===== src/rtl/sifre_pkg.sv =====
`default_nettype none
// ============================================================================
//  Module   : sifre_pkg
//  Purpose  : Shared types and helpers for the password-verification stage.
//  Revision : 1.0  initial release
// ============================================================================
package sifre_pkg;

  // Controller states
  typedef enum logic [2:0] {
    BEKLE       = 3'd0,
    GIRIS       = 3'd1,
    KARSILASTIR = 3'd2,
    ACIK        = 3'd3,
    KILITLI     = 3'd4
  } durum_t;

  // Bits per keypad digit
  localparam int HANE_GENISLIK = 4;

  // Width of the shared down-counter. It is loaded with (duration - 1), so
  // $clog2 of the longest duration is enough to hold the largest load value.
  function automatic int sayac_genislik(input int a, input int b, input int c);
    int m;
    m = a;
    if (b > m) m = b;
    if (c > m) m = c;
    return (m < 2) ? 1 : $clog2(m);
  endfunction

endpackage
`default_nettype wire


===== src/rtl/sure_sayaci.sv =====
`default_nettype none
// ============================================================================
//  Module   : sure_sayaci
//  Purpose  : Loadable down-counter. A load of L makes 'bitti' rise after L
//             further clock edges, so loading (duration - 1) on state entry
//             gives a state that lasts exactly 'duration' cycles.
//  Revision : 1.0  initial release
// ============================================================================
module sure_sayaci #(
  parameter int GENISLIK = 8
) (
  input  logic                clk,
  input  logic                rst_n,
  input  logic                yukle,
  input  logic [GENISLIK-1:0] yukle_deger,
  output logic                bitti
);

  logic [GENISLIK-1:0] sayac;
  logic                aktif;

  // Count down after a load; stop (and drop 'aktif') once zero has been seen
  always_ff @(posedge clk) begin
    if (!rst_n) begin
      sayac <= '0;
      aktif <= 1'b0;
    end else if (yukle) begin
      sayac <= yukle_deger;
      aktif <= 1'b1;
    end else if (aktif) begin
      if (sayac == '0) begin
        aktif <= 1'b0;
      end else begin
        sayac <= sayac - 1'b1;
      end
    end
  end

  // Single-cycle done pulse while the count sits at zero
  always_comb begin
    bitti = aktif && (sayac == '0);
  end

endmodule
`default_nettype wire


===== src/rtl/sifre_kontrol.sv =====
`default_nettype none
// ============================================================================
//  Module   : sifre_kontrol
//  Purpose  : Collects keypad digits into a code, compares it with the stored
//             code, opens the door for a fixed time on a match and raises a
//             timed alarm/lockout after repeated wrong codes.
//  Revision : 1.0  initial release
// ============================================================================
module sifre_kontrol
  import sifre_pkg::*;
#(
  parameter int HANE_SAYISI = 4,
  parameter int ACIK_SURE   = 50_000_000,
  parameter int MAX_HATA    = 3,
  parameter int KILIT_SURE  = 500_000_000,
  parameter int ZAMAN_ASIMI = 250_000_000
) (
  input  logic                                   clk,
  input  logic                                   rst_n,
  input  logic [HANE_GENISLIK-1:0]               sayi_girisi,
  input  logic                                   sifre_butonu,
  input  logic                                   iptal,
  input  logic [HANE_GENISLIK*HANE_SAYISI-1:0]   sifre_degeri,
  output logic                                   kapi_ac,
  output logic                                   alarm,
  output logic [$clog2(HANE_SAYISI+1)-1:0]       hane_sayaci,
  output logic [$clog2(MAX_HATA+1)-1:0]          hata_sayisi
);

  localparam int SAYAC_W = sayac_genislik(ACIK_SURE, KILIT_SURE, ZAMAN_ASIMI);
  localparam int HANE_W  = $clog2(HANE_SAYISI + 1);
  localparam int HATA_W  = $clog2(MAX_HATA + 1);

  localparam logic [SAYAC_W-1:0] ACIK_YUK  = SAYAC_W'(ACIK_SURE - 1);
  localparam logic [SAYAC_W-1:0] KILIT_YUK = SAYAC_W'(KILIT_SURE - 1);
  localparam logic [SAYAC_W-1:0] ZAMAN_YUK = SAYAC_W'(ZAMAN_ASIMI - 1);

  durum_t                               durum;
  logic [HANE_GENISLIK*HANE_SAYISI-1:0] tampon;

  logic               eslesme;      // entered code equals stored code
  logic               dolu;         // all digits collected
  logic               kilit_gerekli;// this mismatch reaches MAX_HATA
  logic               hane_yaz;     // accept the current digit strobe
  logic               sure_bitti;
  logic               yukle;
  logic [SAYAC_W-1:0] yukle_deger;

  // One timer serves all timed states; they are mutually exclusive
  sure_sayaci #(
    .GENISLIK (SAYAC_W)
  ) u_sure (
    .clk         (clk),
    .rst_n       (rst_n),
    .yukle       (yukle),
    .yukle_deger (yukle_deger),
    .bitti       (sure_bitti)
  );

  // Decision terms shared by the timer-load logic and the FSM
  always_comb begin
    eslesme       = (tampon == sifre_degeri);
    dolu          = (int'(hane_sayaci) == HANE_SAYISI);
    kilit_gerekli = (int'(hata_sayisi) + 1 >= MAX_HATA);
    hane_yaz      = 1'b0;
    yukle         = 1'b0;
    yukle_deger   = '0;
    case (durum)
      BEKLE: begin
        // cancel in the same cycle discards the digit
        if (sifre_butonu && !iptal) begin
          hane_yaz    = 1'b1;
          yukle       = 1'b1;
          yukle_deger = ZAMAN_YUK;
        end
      end
      GIRIS: begin
        // priority: cancel, full buffer, idle timeout, then the new digit
        if (sifre_butonu && !iptal && !dolu && !sure_bitti) begin
          hane_yaz    = 1'b1;
          yukle       = 1'b1;
          yukle_deger = ZAMAN_YUK;
        end
      end
      KARSILASTIR: begin
        if (eslesme) begin
          yukle       = 1'b1;
          yukle_deger = ACIK_YUK;
        end else if (kilit_gerekli) begin
          yukle       = 1'b1;
          yukle_deger = KILIT_YUK;
        end
      end
      default: begin
      end
    endcase
  end

  // Main controller: digit buffer, counters, state and registered outputs
  always_ff @(posedge clk) begin
    if (!rst_n) begin
      durum       <= BEKLE;
      tampon      <= '0;
      hane_sayaci <= '0;
      hata_sayisi <= '0;
      kapi_ac     <= 1'b0;
      alarm       <= 1'b0;
    end else begin
      if (hane_yaz) begin
        for (int i = 0; i < HANE_SAYISI; i++) begin
          if (int'(hane_sayaci) == i) begin
            tampon[i*HANE_GENISLIK +: HANE_GENISLIK] <= sayi_girisi;
          end
        end
      end

      case (durum)
        BEKLE: begin
          if (hane_yaz) begin
            hane_sayaci <= HANE_W'(1);
            durum       <= (HANE_SAYISI == 1) ? KARSILASTIR : GIRIS;
          end
        end
        GIRIS: begin
          if (iptal) begin
            hane_sayaci <= '0;
            durum       <= BEKLE;
          end else if (dolu) begin
            durum       <= KARSILASTIR;
          end else if (sure_bitti) begin
            hane_sayaci <= '0;
            durum       <= BEKLE;
          end else if (hane_yaz) begin
            hane_sayaci <= hane_sayaci + 1'b1;
          end
        end
        KARSILASTIR: begin
          hane_sayaci <= '0;
          if (eslesme) begin
            hata_sayisi <= '0;
            kapi_ac     <= 1'b1;
            durum       <= ACIK;
          end else if (kilit_gerekli) begin
            hata_sayisi <= HATA_W'(MAX_HATA);
            alarm       <= 1'b1;
            durum       <= KILITLI;
          end else begin
            hata_sayisi <= hata_sayisi + 1'b1;
            durum       <= BEKLE;
          end
        end
        ACIK: begin
          if (iptal || sure_bitti) begin
            kapi_ac <= 1'b0;
            durum   <= BEKLE;
          end
        end
        KILITLI: begin
          if (sure_bitti) begin
            alarm       <= 1'b0;
            hata_sayisi <= '0;
            durum       <= BEKLE;
          end
        end
        default: begin
          kapi_ac <= 1'b0;
          alarm   <= 1'b0;
          durum   <= BEKLE;
        end
      endcase
    end
  end

endmodule
`default_nettype wire


===== config.mk =====
export PLATFORM = sky130hd
export DESIGN_NAME = sifre_kontrol
export DESIGN_NICKNAME = d
export VERILOG_FILES = /design/src/rtl/sifre_pkg.sv /design/src/rtl/sure_sayaci.sv /design/src/rtl/sifre_kontrol.sv
export SDC_FILE = /design/constraint.sdc
export NUM_CORES = 1
export LEC_CHECK = 0
export CAP_MARGIN = 20
export CORE_ASPECT_RATIO = 0.9
export CORE_UTILIZATION = 51
export CTS_CLUSTER_DIAMETER = 120
export DETAILED_ROUTE_END_ITERATION = 10
export GPL_TIMING_DRIVEN = 1
export PLACE_DENSITY = 0.72
export SLEW_MARGIN = 25
export SYNTH_ARGS = -nofsm -noshare
export SYNTH_HDL_FRONTEND = slang
export SYNTH_SLANG_ARGS = --single-unit

===== constraint.sdc =====
create_clock -name clk -period 3.8 [get_ports clk]
set_input_delay 0.38 -clock clk [delete_from_list [all_inputs] [get_ports clk]]
set_output_delay 0.38 -clock clk [all_outputs]
set_load 0.02 [all_outputs]

After elaboration in Yosys (flattened, before gate mapping)
Cells that the tools add are included.
{"block": "op_classes", "add_sub_neg": 4, "magnitude_cmp": 1, "n_eq_ne": 18, "mux": 41, "n_bitwise": 2, "n_reduce_logical": 26}
{"op": "$mux W29", "count": 5}
{"op": "$pmux W29 S3", "count": 1}
{"op": "$mux W28", "count": 2}
{"op": "$mux W3", "count": 11}
{"op": "$logic_not A29 Y1", "count": 1}
{"op": "$sub A29 B1 Y29 const B", "count": 1}
{"op": "$eq A16 B16 Y1", "count": 1}
{"op": "$pmux W3 S5", "count": 1}
{"op": "$reduce_and A2 Y1", "count": 7}
{"op": "$eq A3 B3 Y1 const B", "count": 4}
{"op": "$mux W1", "count": 12}
{"op": "$ne A2 B2 Y1 const B", "count": 6}
{"op": "$eq A3 B2 Y1 const B", "count": 3}
{"op": "$pmux W1 S3", "count": 3}
{"op": "$pmux W3 S3", "count": 1}
{"op": "$reduce_and A4 Y1", "count": 2}
{"op": "$logic_not A3 Y1", "count": 2}
{"op": "$mux W2", "count": 3}
{"op": "$reduce_or A3 Y1", "count": 2}
{"op": "$logic_and A1 B1 Y1", "count": 4}
{"op": "$ne A4 B4 Y1 const B", "count": 1}
{"op": "$pmux W2 S2", "count": 1}
{"op": "$reduce_bool A2 Y1", "count": 2}
{"op": "$add A2 B1 Y3 const B", "count": 1}
{"op": "12 further kinds", "count": 15}
{"block": "word_totals", "reg_bits": 56, "inputBits": 24, "output_inout_bits": 7, "elab_cells": 103}

Logic depth before layout (Yosys ltp)
Gate-level depths: netlist of the first run.
{"block": "depth", "depth_word": 11, "mapped_depth": 10, "mapped_depth_nobuf": 8}

Modules after synthesis
Synthesis of the first run repeated with hierarchy kept, for this count alone.
{"block": "unflattened", "hier_cells": 396, "hier_area_um2": 3490.8}
{"module": "sure_sayaci", "n_inst": 1, "cells_each": 220, "area_each_um2": 1898.1, "seq_area_each_um2": 600.6}
{"module": "sifre_kontrol", "n_inst": 1, "cells_each": 176, "area_each_um2": 1592.8, "seq_area_each_um2": 520.5}

Worst setup path before layout of the first run
No wires, ideal clock.
{"block": "synth_path", "path_kind": "reg-to-reg", "from": "register u_sure.sayac[2]", "to": "register u_sure.sayac[24]", "setup_ps": 119, "arrival_ps": 2602, "required_time_ps": 3681, "path_slack_ps": 1079, "stages_incl_launch_ff": 8, "path_buffers": 2, "synth_period_minus_slack_ps": 2721, "cell_sequence": "dfxtp_1 or4_4 or3_1 buf_6 o41a_1 buf_6 or4_1 o221a_2"}
{"block": "synth_between", "elab_chain_cells": 8, "elab_cells_between_ends": 13, "classes_between": "1 x add/sub; 1 x eq/ne; 5 x mux; 6 x reduce/logical"}
{"element": "start, declared", "line": "sure_sayaci.sv:19", "source": "logic [GENISLIK-1:0] sayac;"}
{"element": "start signal, assigned", "line": "sure_sayaci.sv:28", "source": "sayac <= yukle_deger;"}
{"element": "start signal, assigned", "line": "sure_sayaci.sv:34", "source": "sayac <= sayac - 1'b1;"}
{"element": "parallel branches: the longest is 8 deep, another holds $sub A29 B1 Y29"}
Parallel ways; which one is timed is not known. The select of a mux whose other input is x is not followed.
A chain may end at the register's enable or synchronous reset.

Final worst setup path of the first run
{"block": "layout_path", "from": "register u_sure.sayac[2]", "to": "register u_sure.sayac[18]"}
Same word-level chain as after synthesis.

==> results summary, run 1 <==
The overall fraction of global-route tracks in use is 25.1%. TritonCTS built the clock tree. In this run the power density over the cells is 341 nW/µm². The floorplan die area came out at 6550 µm². The effective utilization at floorplan is 54.5%.

Setup repair after global routing left no endpoint under its margin. The CTS buffer count came out at 5. The highest ir drop seen on vdd came out at 0.236 mV. The count of buffers from port buffering came out at 30. After clock tree synthesis, the flow added hold-fix buffers numbering 0. The setup TNS after final layout came out at 0 ns. The number of gates given a new drive strength after cts came out at 0. The path class of the tightest hold or removal check is reg -> reg. The post-CTS setup-driven buffer insertion count is 0.

In the routed layout, each cell is associated on average with a via count of 6.29. The arrival time at the worst endpoint came out at 3.35 ns. In this run the biggest area consumer among cell types represents 35.3% of the synthesized area. The signal on the critical path passes through or4_4 -> or3_1 -> o41ai_4 -> o21ai_0 -> a2111oi_0 -> a311oi_1. The number of warnings issued by yosys came out at 0.

The mean routed wirelength per cell is 17.1 µm. The critical path is of the reg -> reg type. The sink count of the clock tree came out at 56. The remaining antenna violation count after routing came out at 0.

The net count after synthesis came out at 408. The die span in y is 76.9 µm. The DRC marker count from the first detailed-route iteration is 201. The number of nets in the final layout came out at 431. The post-route clock period utilization came out at 83.4%. The number of flip-flops and latches in the synthesized netlist is 56.

For this run, design rule violations remaining after detail routing come to 0. The number of iterations in the first detailed-routing pass is 5. The remaining global-route overflow came out at 0. The width of the chip is 85.2 µm. The number of enable flip-flop cells after synthesis is 0. 31 I/O pins were placed.

The overall power after layout came out at 1230 µW. The worst setup path is launched from a flop. Counting flops with an async set or reset pin after synthesis yields a share of 0%. The worst setup path is captured at a flop.

0 antenna diodes ended up in the layout. Summed over all instances, the cell type with the most area after synthesis is sky130_fd_sc_hd__dfxtp_1. Relative to the synthesized area, the layout overhead comes to 13.7%. After detailed routing, the total wire length is 8.08 mm. The source-to-sink clock delay at the later pin of the worst-skew pair came out at 0.30 ns. The max-slew violation total from the final report came out at 0.

The highest clock rate is 315 MHz. The number of maximum-capacitance violations is 0. The post-synthesis cell type count is 53. The synthesized netlist cell count came out at 377. The synthesized area is 3180 µm². The clock period could shrink to 3.17 ns. The synthesized area per cell is 8.42 µm². The maximum clock skew at final layout is 0.00790 ns. Counting along the longest clock path gives a buffer depth of 2. The half-perimeter wire length of the detailed placement result came out at 5.72 mm. The maximum fanout encountered on the critical timing path came out at 9. The sequential cell area fraction in the yosys report is 35.3%. The number of global-route vias before repair is 2,646.

The largest net degree at the start of global routing is 32. The site row count came out at 26. At the end of routability-driven placement, the weighted congestion stood at 0.941. On the worst path, the slowest cell contributes a delay of 0.62 ns.

The final count of negative-setup-slack endpoints is 0. The run finished with clean final reports. For this design, the slowest cell found on the critical path is sky130_fd_sc_hd__o41ai_4.

After synthesis, the most frequently instantiated cells are 56 x sky130_fd_sc_hd__dfxtp_1, 37 x sky130_fd_sc_hd__nand2_1, 24 x sky130_fd_sc_hd__nor2_1, 23 x sky130_fd_sc_hd__a21oi_1, 23 x sky130_fd_sc_hd__xor2_1. The most used standard cell by instance count after synthesis is sky130_fd_sc_hd__dfxtp_1. In this run the clock root is driven by a sky130_fd_sc_hd__clkbuf_8.

The first global-routing pass estimated 13.3 mm of wire. The number of H-tree levels came out at 2. The cell leakage power is 0.00139 µW. By area the synthesized netlist is led by sky130_fd_sc_hd__dfxtp_1 35%, sky130_fd_sc_hd__xor2_1 6.3%, sky130_fd_sc_hd__mux2i_1 4.4%, sky130_fd_sc_hd__nand2_1 4.4%, sky130_fd_sc_hd__nor4_1 3.7%. The total via count in the routed design is 2,961.

The tightest slew margin relative to the limit came out at 32.3%. The most used flip-flop cell after synthesis is sky130_fd_sc_hd__dfxtp_1. The total area inside the core boundary comes to 5820 µm². The final hold violation count is 0.

The worst path required time came out at 3.98 ns. The fill cell total of the finished layout is 509. The final-layout worst hold slack is 0.477 ns. The fraction of final layout cells with drive strength greater than 1 came out at 5.49%. The worst-margin pin slew is 1.01 ns. The clock-pin slew on the worst setup and hold paths came out at 0.10 ns. The number of antenna violations at the first check in global routing is 0.
metal layers:
metal / part of all wire (%) / wire length (µm) / GRT usage (%) / vias to the layer above
met2: 44 / 3580 / 39.0 / 133
met4: 0.17 / 14 / 4.58 / 0
met3: 7.0 / 568 / 3.98 / 2
met1: 48 / 3910 / 37.0 / 1371
li1: - / - / - / 1455
met5: 0 / 0 / 0 / -
metrics by stage:
stage	worst slack [ns]	std cells	area (µm²)	util, %
floorplan	1.08	377	3180	-
global placement	0.725	463	3520	60.4
detailed placement	0.688	463	3520	60.4
CTS	0.684	471	3610	62.0
global route	0.496	471	3610	62.0
finish	0.629	471	3610	62.0
logic make-up after synthesis:
group,count (synthesis),share of synthesized area [%]
AND/OR/NAND/NOR,160,27.2
adder cells (fa/ha/maj),7,2.76
buffers and inverters,33,4.45
multiplexers,14,4.41
AO/OA/AOI/OAI,81,18.7
XOR/XNOR,26,7.17
flip-flops,56,35.3
critical path, delay by kind of cell, from the launching register on:
kind | cells | cell delay, ns
AND/OR/NAND/NOR | 2 | 1.12
flip-flops | 1 | 0.37
AO/OA/AOI/OAI | 4 | 1.56
registers in the layout (all words and copies together) (netlist names):
register and count:
u_sure.aktif 1, hata_sayisi 2, u_sure.sayac 29, tampon 16
alarm 1, durum 3, kapi_ac 1, hane_sayaci 3
cells in the final DEF (no fill, tap or decap), types with 3 or more instances in the layout:
cell                              synthesis  final
sky130_fd_sc_hd__clkbuf_8                 0      6
sky130_fd_sc_hd__inv_1                   12     12
sky130_fd_sc_hd__dfxtp_1                 56     56
sky130_fd_sc_hd__nand2b_1                 3      3
sky130_fd_sc_hd__or3_1                    7      7
sky130_fd_sc_hd__nor4_1                  19     19
sky130_fd_sc_hd__buf_4                    0      7
sky130_fd_sc_hd__clkdlybuf4s50_1          0     30
sky130_fd_sc_hd__or4_1                   12     12
sky130_fd_sc_hd__nor2_1                  24     24
sky130_fd_sc_hd__o221a_2                  4      4
sky130_fd_sc_hd__nand3_1                 18     18
sky130_fd_sc_hd__a21oi_1                 23     23
sky130_fd_sc_hd__nor4b_1                  3      3
sky130_fd_sc_hd__nand4b_1                 5      5
sky130_fd_sc_hd__xor2_1                  23     23
sky130_fd_sc_hd__mux2i_1                 14     14
sky130_fd_sc_hd__o31a_1                   4      4
sky130_fd_sc_hd__nor3_1                  12     12
sky130_fd_sc_hd__o211a_1                  3      3
sky130_fd_sc_hd__nor2b_1                  3      3
sky130_fd_sc_hd__xnor2_1                  3      3
sky130_fd_sc_hd__a31oi_1                  5      5
sky130_fd_sc_hd__a311oi_1                 3      3
sky130_fd_sc_hd__o21ai_0                  8      8
sky130_fd_sc_hd__and3_1                   9      9
sky130_fd_sc_hd__a211oi_1                 4      4
sky130_fd_sc_hd__ha_1                     7      7
sky130_fd_sc_hd__nand2_1                 37     37
sky130_fd_sc_hd__a2111oi_0                4      4
worst paths after layout:
check                                     from                            end  slack, ns  cells past startpoint
setup / recovery  u_sure.sayac[2]$_SDFFE_PN0P_  u_sure.sayac[18]$_SDFFE_PN0P_       0.63                      6
hold / removal         tampon[11]$_SDFFE_PN0P_        tampon[11]$_SDFFE_PN0P_       0.48                      2
setup reg to reg  u_sure.sayac[2]$_SDFFE_PN0P_  u_sure.sayac[18]$_SDFFE_PN0P_       0.63                      6
hold reg to reg        tampon[11]$_SDFFE_PN0P_        tampon[11]$_SDFFE_PN0P_       0.48                      2
cell type report:
class | count | area, µm² | area share [%]
Clock buffer | 8 | 90.1 | 2.50
Multi-Input combinational cell | 288 | 1910 | 53.0
Inverter | 12 | 45.0 | 1.25
Sequential cell | 56 | 1120 | 31.1
Tap cell | 70 | 87.6 | 2.43
Timing Repair Buffer | 37 | 353 | 9.77
power by group:
group	total, µW	switching (µW)	internal [µW]	leakage [µW]
combinational	252	144	109	0.000888
clock	334	185	149	0.0000455
sequential	646	32.1	614	0.000457
total	1230	361	872	0.00139
Power figures use the tool's default switching activity.
==> run 2, diff against run 1 <==
PLACE_DENSITY = 0.75   (was 0.72)
clock period = 2.8 ns   (was 3.8 ns; I/O delays follow)
==> results summary, run 2 (synthesis results as in run 1) <==
The sequential power share came out at 50.5%. The mean number of vias per cell is 6.28. In the final design database the tool counted 454 nets. The mean routed wirelength per cell came out at 17.0 µm. The setup TNS after final layout is 0 ns.

The routed metal-1 wirelength came out at 3.94 mm. In the finished design, the share of the clock period the worst path needs comes to 97.3%. The worst hold path startpoint is tampon[14]$_SDFFE_PN0P_. The switching power as a share of total power came out at 31.0%.

The total area inside the core boundary comes to 5820 µm². The register with the most flip-flops in the layout has 29 of them. Registers take 1120 µm². The number of antenna violations at the first check in global routing is 0.

The global-route wire length before repair is 13.5 mm. The setup path with the least slack is of type reg -> reg. The source-to-sink clock delay at the later pin of the worst-skew pair came out at 0.32 ns.

The hold-critical path depth is 2. The highest ir drop seen on vdd came out at 0.366 mV. The fraction of final layout cells with drive strength greater than 1 is 11.8%.

The number of maximum-capacitance violations came out at 0. The total via count in the routed design is 3,100. The number of iterations in the first detailed-routing pass came out at 5. The signal on the critical path passes through or4_4 -> or3_4 -> o41a_1 -> buf_4 -> nand2_1 -> nor4_1 -> o31a_1. The CTS root buffer is sky130_fd_sc_hd__clkbuf_8.

In the final layout, the registers with the most flip-flops are u_sure.sayac x29, tampon x16. The path with the worst hold slack has its endpoint at tampon[14]$_SDFFE_PN0P_. The max-slew violation total from the final report is 0. The fill cell total of the finished layout came out at 500. STA puts the critical path data required time at 3.01 ns. Setup repair after global routing left no endpoint under its margin. The overall power after layout came out at 1720 µW.

The final hold violation count is 0. The clock-pin slew on the worst setup and hold paths came out at 0.11 ns. The worst-margin pin slew is 0.747 ns. 31 I/O pins were placed. The count of buffers from port buffering came out at 30. In the global route stage, overall resource usage came out at 25.8%. Leaving out fill and tap cells, the most frequent cell in the layout is sky130_fd_sc_hd__dfxtp_1. The internal portion of the total power is 1190 µW. The cell leakage power came out at 0.00151 µW. Setup slack on the critical path of the routed design comes to 0.0767 ns. The effective utilization at floorplan came out at 54.5%. The worst register-to-register path ends at u_sure.sayac[21]$_SDFFE_PN0P_. The total met2 wirelength after detailed routing came out at 3.82 mm. The power density over the cells came out at 453 nW/µm². The number of global-route vias before repair is 2,773. The worst-case setup slack after placement came out at -0.0482 ns. The maximum fanout encountered on the critical timing path is 14. The number of cells on the worst reg-to-reg path came out at 7. In this design, the stage delay of the slowest critical-path cell is 0.56 ns. The global placement routability congestion is 0.899. For this design, the CTS-stage hold fixing added 0 buffers. Routed signal wires occupy layers up through met4.

TritonCTS built the clock tree. The maximum count of clock buffers along a single path came out at 2. The CTS buffer count came out at 5.

The final instance area is 3810 µm². Setup violations remaining at the end of the flow were counted as 0. The combinational group share of total power came out at 22.6%.

The DRC marker count from the first detailed-route iteration came out at 243. The number of remaining DRC errors is 0. For this run the aggregate overflow at the end of global routing stands at 0. The area of combinational cells with multiple inputs came out at 1940 µm².

The number of antenna diodes came out at 0. STA classifies the critical path startpoint as a flop. The worst setup path is captured at a flop. The slack of the worst reg-to-reg path came out at 0.08 ns. The post-placement cell area came out at 3680 µm².

The number of H-tree levels is 2. u_sure.sayac holds more flip-flops than any other register. The floorplan has 26 rows.

Wire segments on met3 add up to 492 µm in the final route. The worst register-to-register path begins at u_sure.sayac[3]$_SDFFE_PN0P_. The switching power is 534 µW. The tightest slew margin relative to the limit came out at 50.1%.

Hold is met by 0.474 ns. In the layout the commonest cells are 56 x sky130_fd_sc_hd__dfxtp_1, 37 x sky130_fd_sc_hd__nand2_1, 30 x sky130_fd_sc_hd__clkdlybuf4s50_1, 30 x sky130_fd_sc_hd__buf_4. The die span in y is 76.9 µm. The remaining antenna violation count after routing came out at 0. The maximum clock skew at final layout is 0.0120 ns. After detailed routing, the total wire length is 8.38 mm. The highest clock rate is 367 MHz. Data on the critical path arrives at its endpoint at 2.93 ns. The floorplan step defined a die boundary enclosing 6550 µm². The worst hold-check path type is reg -> reg. The area growth from synthesis to layout is 19.9%. The run finished with clean final reports. The cell with the largest stage delay on the worst path is sky130_fd_sc_hd__o41a_1. The largest net degree at the start of global routing is 22. The clock drives 56 sinks. The fraction of power consumed by the clock network came out at 26.9%. The width of the chip came out at 85.2 µm.

The half-perimeter wire length of the detailed placement result is 6.10 mm. The clock period minus final worst setup slack is 2.72 ns.
[run 2: per-layer routing]
layer  vias to the layer above  GRT usage, %
met5                         -             0
met4                         0          7.46
met3                        12          3.34
met2                       116          41.2
met1                      1466          36.3
li1                       1506             -
[run 2: timing repair]
action                                  CTS  global route
endpoints found under the setup margin   16            30
setup buffers                             0             1
endpoints found under the hold margin     0             0
cloned                                    0             0
pin swaps                                 1             1
resized for setup                         2             3
[run 2: critical path: cells and delay by family (launching register included)]
family                 cells  cell delay (ns)
AO/OA/AOI/OAI              2             0.80
flip-flops                 1             0.36
AND/OR/NAND/NOR            4             1.20
buffers and inverters      1             0.24
[run 2: power by group through the flow]
stage	Sequential (µW)	Clock (µW)	Combinational (µW)
global placement	886	0	368
detailed placement	887	0	374
global route	875	505	422
CTS	869	474	378
floorplan	883	0	235
finish	870	464	390
[run 2: metrics by stage]
step,instances,utilization (%)
2_1_floorplan,377,-
4_1_cts,493,65.0
5_1_grt,494,65.4
6_report,494,65.4
3_3_place_gp,485,63.3
3_5_place_dp,485,63.3
[run 2: worst max-delay path by stage]
stage | start | endpoint | slack (ns) | cells past startpoint
2_1_floorplan | u_sure.sayac[2]$_SDFFE_PN0P_ | u_sure.sayac[24]$_SDFFE_PN0P_ | 0.08 | 7
3_3_place_gp | iptal | tampon[10]$_SDFFE_PN0P_ | 0.03 | 8
3_5_place_dp | iptal | tampon[10]$_SDFFE_PN0P_ | -0.05 | 8
4_1_cts | u_sure.sayac[3]$_SDFFE_PN0P_ | u_sure.sayac[16]$_SDFFE_PN0P_ | 0.04 | 6
5_1_grt | u_sure.sayac[3]$_SDFFE_PN0P_ | u_sure.sayac[21]$_SDFFE_PN0P_ | 0.02 | 7
6_report | u_sure.sayac[3]$_SDFFE_PN0P_ | u_sure.sayac[21]$_SDFFE_PN0P_ | 0.08 | 7
[run 2: cell type report]
cell class	instances	share of cell area, %
Inverter	12	1.18
Timing Repair Buffer	60	13.8
Tap cell	70	2.30
Clock inverter	3	0.592
Multi-Input combinational cell	288	50.9
Sequential cell	56	29.4
Clock buffer	5	1.81
==> run 3, diff against run 2 <==
MAX_ROUTING_LAYER = met4   (was default)
==> results summary, run 3 (synthesis results as in run 1) <==
The run finished with clean final reports. The fill cell total of the finished layout is 489. The fraction of final layout cells with drive strength greater than 1 is 12.0%. The share of total power dissipated in the clock network is 30.9%. The cell depth of the worst setup path came out at 5.

The floorplan die area came out at 6550 µm². The sink count of the clock tree is 56. The tree is rooted in a sky130_fd_sc_hd__clkbuf_8.

For the final routed database, the setup TNS stands at 0 ns. The number of remaining DRC errors came out at 0. The highest ir drop seen on vdd is 0.237 mV.

0 antenna diodes ended up in the layout. The buffers plus inverters on the worst setup path came out at 0. The mean number of vias per cell came out at 6.23.

The number of H-tree levels is 2. Grouping stages by cell kind, the critical path spends the most delay in simple AND/OR/NAND/NOR gates. By startpoint and endpoint, the worst setup path is classified as reg -> reg. In the layout the commonest cells are 56 x sky130_fd_sc_hd__dfxtp_1, 37 x sky130_fd_sc_hd__nand2_1, 30 x sky130_fd_sc_hd__clkdlybuf4s50_1, 29 x sky130_fd_sc_hd__buf_4.

The max-slew violation total from the final report came out at 0. The area of combinational cells with multiple inputs is 1940 µm². The number of cells on the worst reg-to-reg path came out at 5. The CTS buffer count is 5. The remaining antenna violation count after routing is 0. The maximum clock skew at final layout came out at 0.0111 ns. Clock latency on the worst-skew pair, taken at its later pin, is 0.31 ns.

The mean routed wirelength per cell came out at 16.9 µm. The clock-pin slew on the worst setup and hold paths came out at 0.10 ns. The number of maximum-capacitance violations came out at 0. The delay of the slowest cell on the worst path is 0.56 ns. The number of antenna violations at the first check in global routing was 0. The DRC marker count from the first detailed-route iteration is 293. The signal on the critical path passes through or4_4 -> or3_4 -> o41a_1 -> or4_1 -> o221a_2. The total via count in the routed design is 3,080. The site row count came out at 26. In the final layout, the registers with the most flip-flops are u_sure.sayac x29, tampon x16. The area growth from synthesis to layout came out at 21.3%. TritonCTS built the clock tree. The number of cells in the finished layout apart from fillers came out at 494.

The analysis attributes to net switching a power of 502 µW. The internal cell power is 1330 µW. The sequential power share is 47.7%. Measured against its own limit, the worst slew margin works out to 53.5%.

The half-perimeter wire length of the detailed placement result is 6.11 mm. Port buffering added 30 buffers. The area occupied by registers is 1120 µm². The switching power as a share of total power is 27.5%. The total overflow left after global routing is 0. The cell with the largest stage delay on the worst path is sky130_fd_sc_hd__o41a_1. The final hold violation count is 0.

The critical path capture point type is a flop. The first global-routing pass estimated 13.6 mm of wire. The register ranked first by flip-flop count is u_sure.sayac. Combinational cells account for 21.4% of the total power. The worst setup path is launched from a flop. The I/O pin count is 31. The core area came out at 5820 µm². The effective utilization at floorplan came out at 54.5%. The final instance area is 3850 µm². The number of cells after detailed placement is 485. The post-route clock period utilization is 97.3%. The cell leakage power is 0.00153 µW. Measured along the x axis, the die boundary spans 85.2 µm. The maximum fanout encountered on the critical timing path is 8. Final hold analysis gives a worst-case slack of 0.476 ns. The final count of negative-setup-slack endpoints is 0.

After detailed placement, the total cell area comes to 3680 µm². The number of global-route vias before repair came out at 2,830. The die span in y is 76.9 µm. The hold-critical path depth came out at 2. The largest net degree at the start of global routing is 22. The most frequent standard cell in the layout excluding fill and tap cells is sky130_fd_sc_hd__dfxtp_1. The maximum count of clock buffers along a single path came out at 2.

Summed over all layers, the routed wires come to 8.37 mm. The register with the most flip-flops in the layout has 29 of them. The number of iterations in the first detailed-routing pass came out at 5. The power density over the cells came out at 474 nW/µm². Setup repair after global routing left no endpoint under its margin.

Data arrives at the worst endpoint at 2.92 ns. The worst-margin pin slew came out at 0.696 ns. The overall fraction of global-route tracks in use came out at 26.8%.

The worst hold path belongs to the class reg -> reg. Timing would allow up to 367 MHz. At the end of the flow, the number of nets in the layout was 454. For the finished layout, the period the worst path requires is 2.73 ns.

The worst path required time came out at 3.00 ns. The congestion estimate from routability-driven global placement came to 0.934.
run 3: cell count changes in the layout (fill, tap and decap cells not counted), sizes merged:
| cell | before | now |
|---|---|---|
| clkbuf | 5 | 7 |
| bufinv | 0 | 1 |
| clkinv | 2 | 0 |
| inv | 13 | 12 |
run 3: through the flow:
step | total power, µW | setup slack [ns] | util, %
finish | 1830 | 0.0744 | 66.2
global route | 1920 | 0.0145 | 66.2
CTS | 1830 | 0.0131 | 65.6
detailed placement | 1260 | -0.0284 | 63.3
global placement | 1250 | 0.0289 | 63.3
floorplan | 1120 | 0.0795 | -
run 3: area by class of cell:
class | instances | area share [%]
Clock inverter | 1 | 0.779
Multi-Input combinational cell | 288 | 50.4
Clock buffer | 7 | 2.50
Tap cell | 70 | 2.27
Sequential cell | 56 | 29.1
Timing Repair Buffer | 60 | 13.7
Inverter | 12 | 1.17
run 3: power groups by stage:
stage | registers (µW) | logic [µW] | clock network, µW
after floorplan | 883 | 235 | 0
after global placement | 886 | 368 | 0
after detailed placement | 888 | 372 | 0
after CTS | 870 | 375 | 580
after global routing | 875 | 427 | 614
final | 871 | 391 | 565
run 3: per-layer routing:
metal,GRT usage (%),share of wire [%]
met4,7.63,1.6
met3,4.09,6.4
met5,-,0
met2,41.5,45
met1,36.3,47
run 3: worst paths after layout:
path	end	slack, ns	start
max	u_sure.sayac[24]$_SDFFE_PN0P_	0.07	u_sure.sayac[3]$_SDFFE_PN0P_
max reg2reg	u_sure.sayac[24]$_SDFFE_PN0P_	0.07	u_sure.sayac[3]$_SDFFE_PN0P_
min	tampon[6]$_SDFFE_PN0P_	0.48	tampon[6]$_SDFFE_PN0P_
min reg2reg	tampon[6]$_SDFFE_PN0P_	0.48	tampon[6]$_SDFFE_PN0P_
run 3: worst register-to-register path: stages, from the launching register on:
cell	delay, ns
sky130_fd_sc_hd__dfxtp_1	0.35
sky130_fd_sc_hd__or4_4	0.53
sky130_fd_sc_hd__or3_4	0.47
sky130_fd_sc_hd__o41a_1	0.56
sky130_fd_sc_hd__or4_1	0.56
sky130_fd_sc_hd__o221a_2	0.14
run 3: repair_timing:
| action | CTS | global route |
|---|---|---|
| hold buffers | 0 | 0 |
| pin swaps | 1 | 1 |
| endpoints found under the setup margin | 6 | 15 |
| gates resized for setup | 2 | 4 |
| buffers inserted | 0 | 1 |
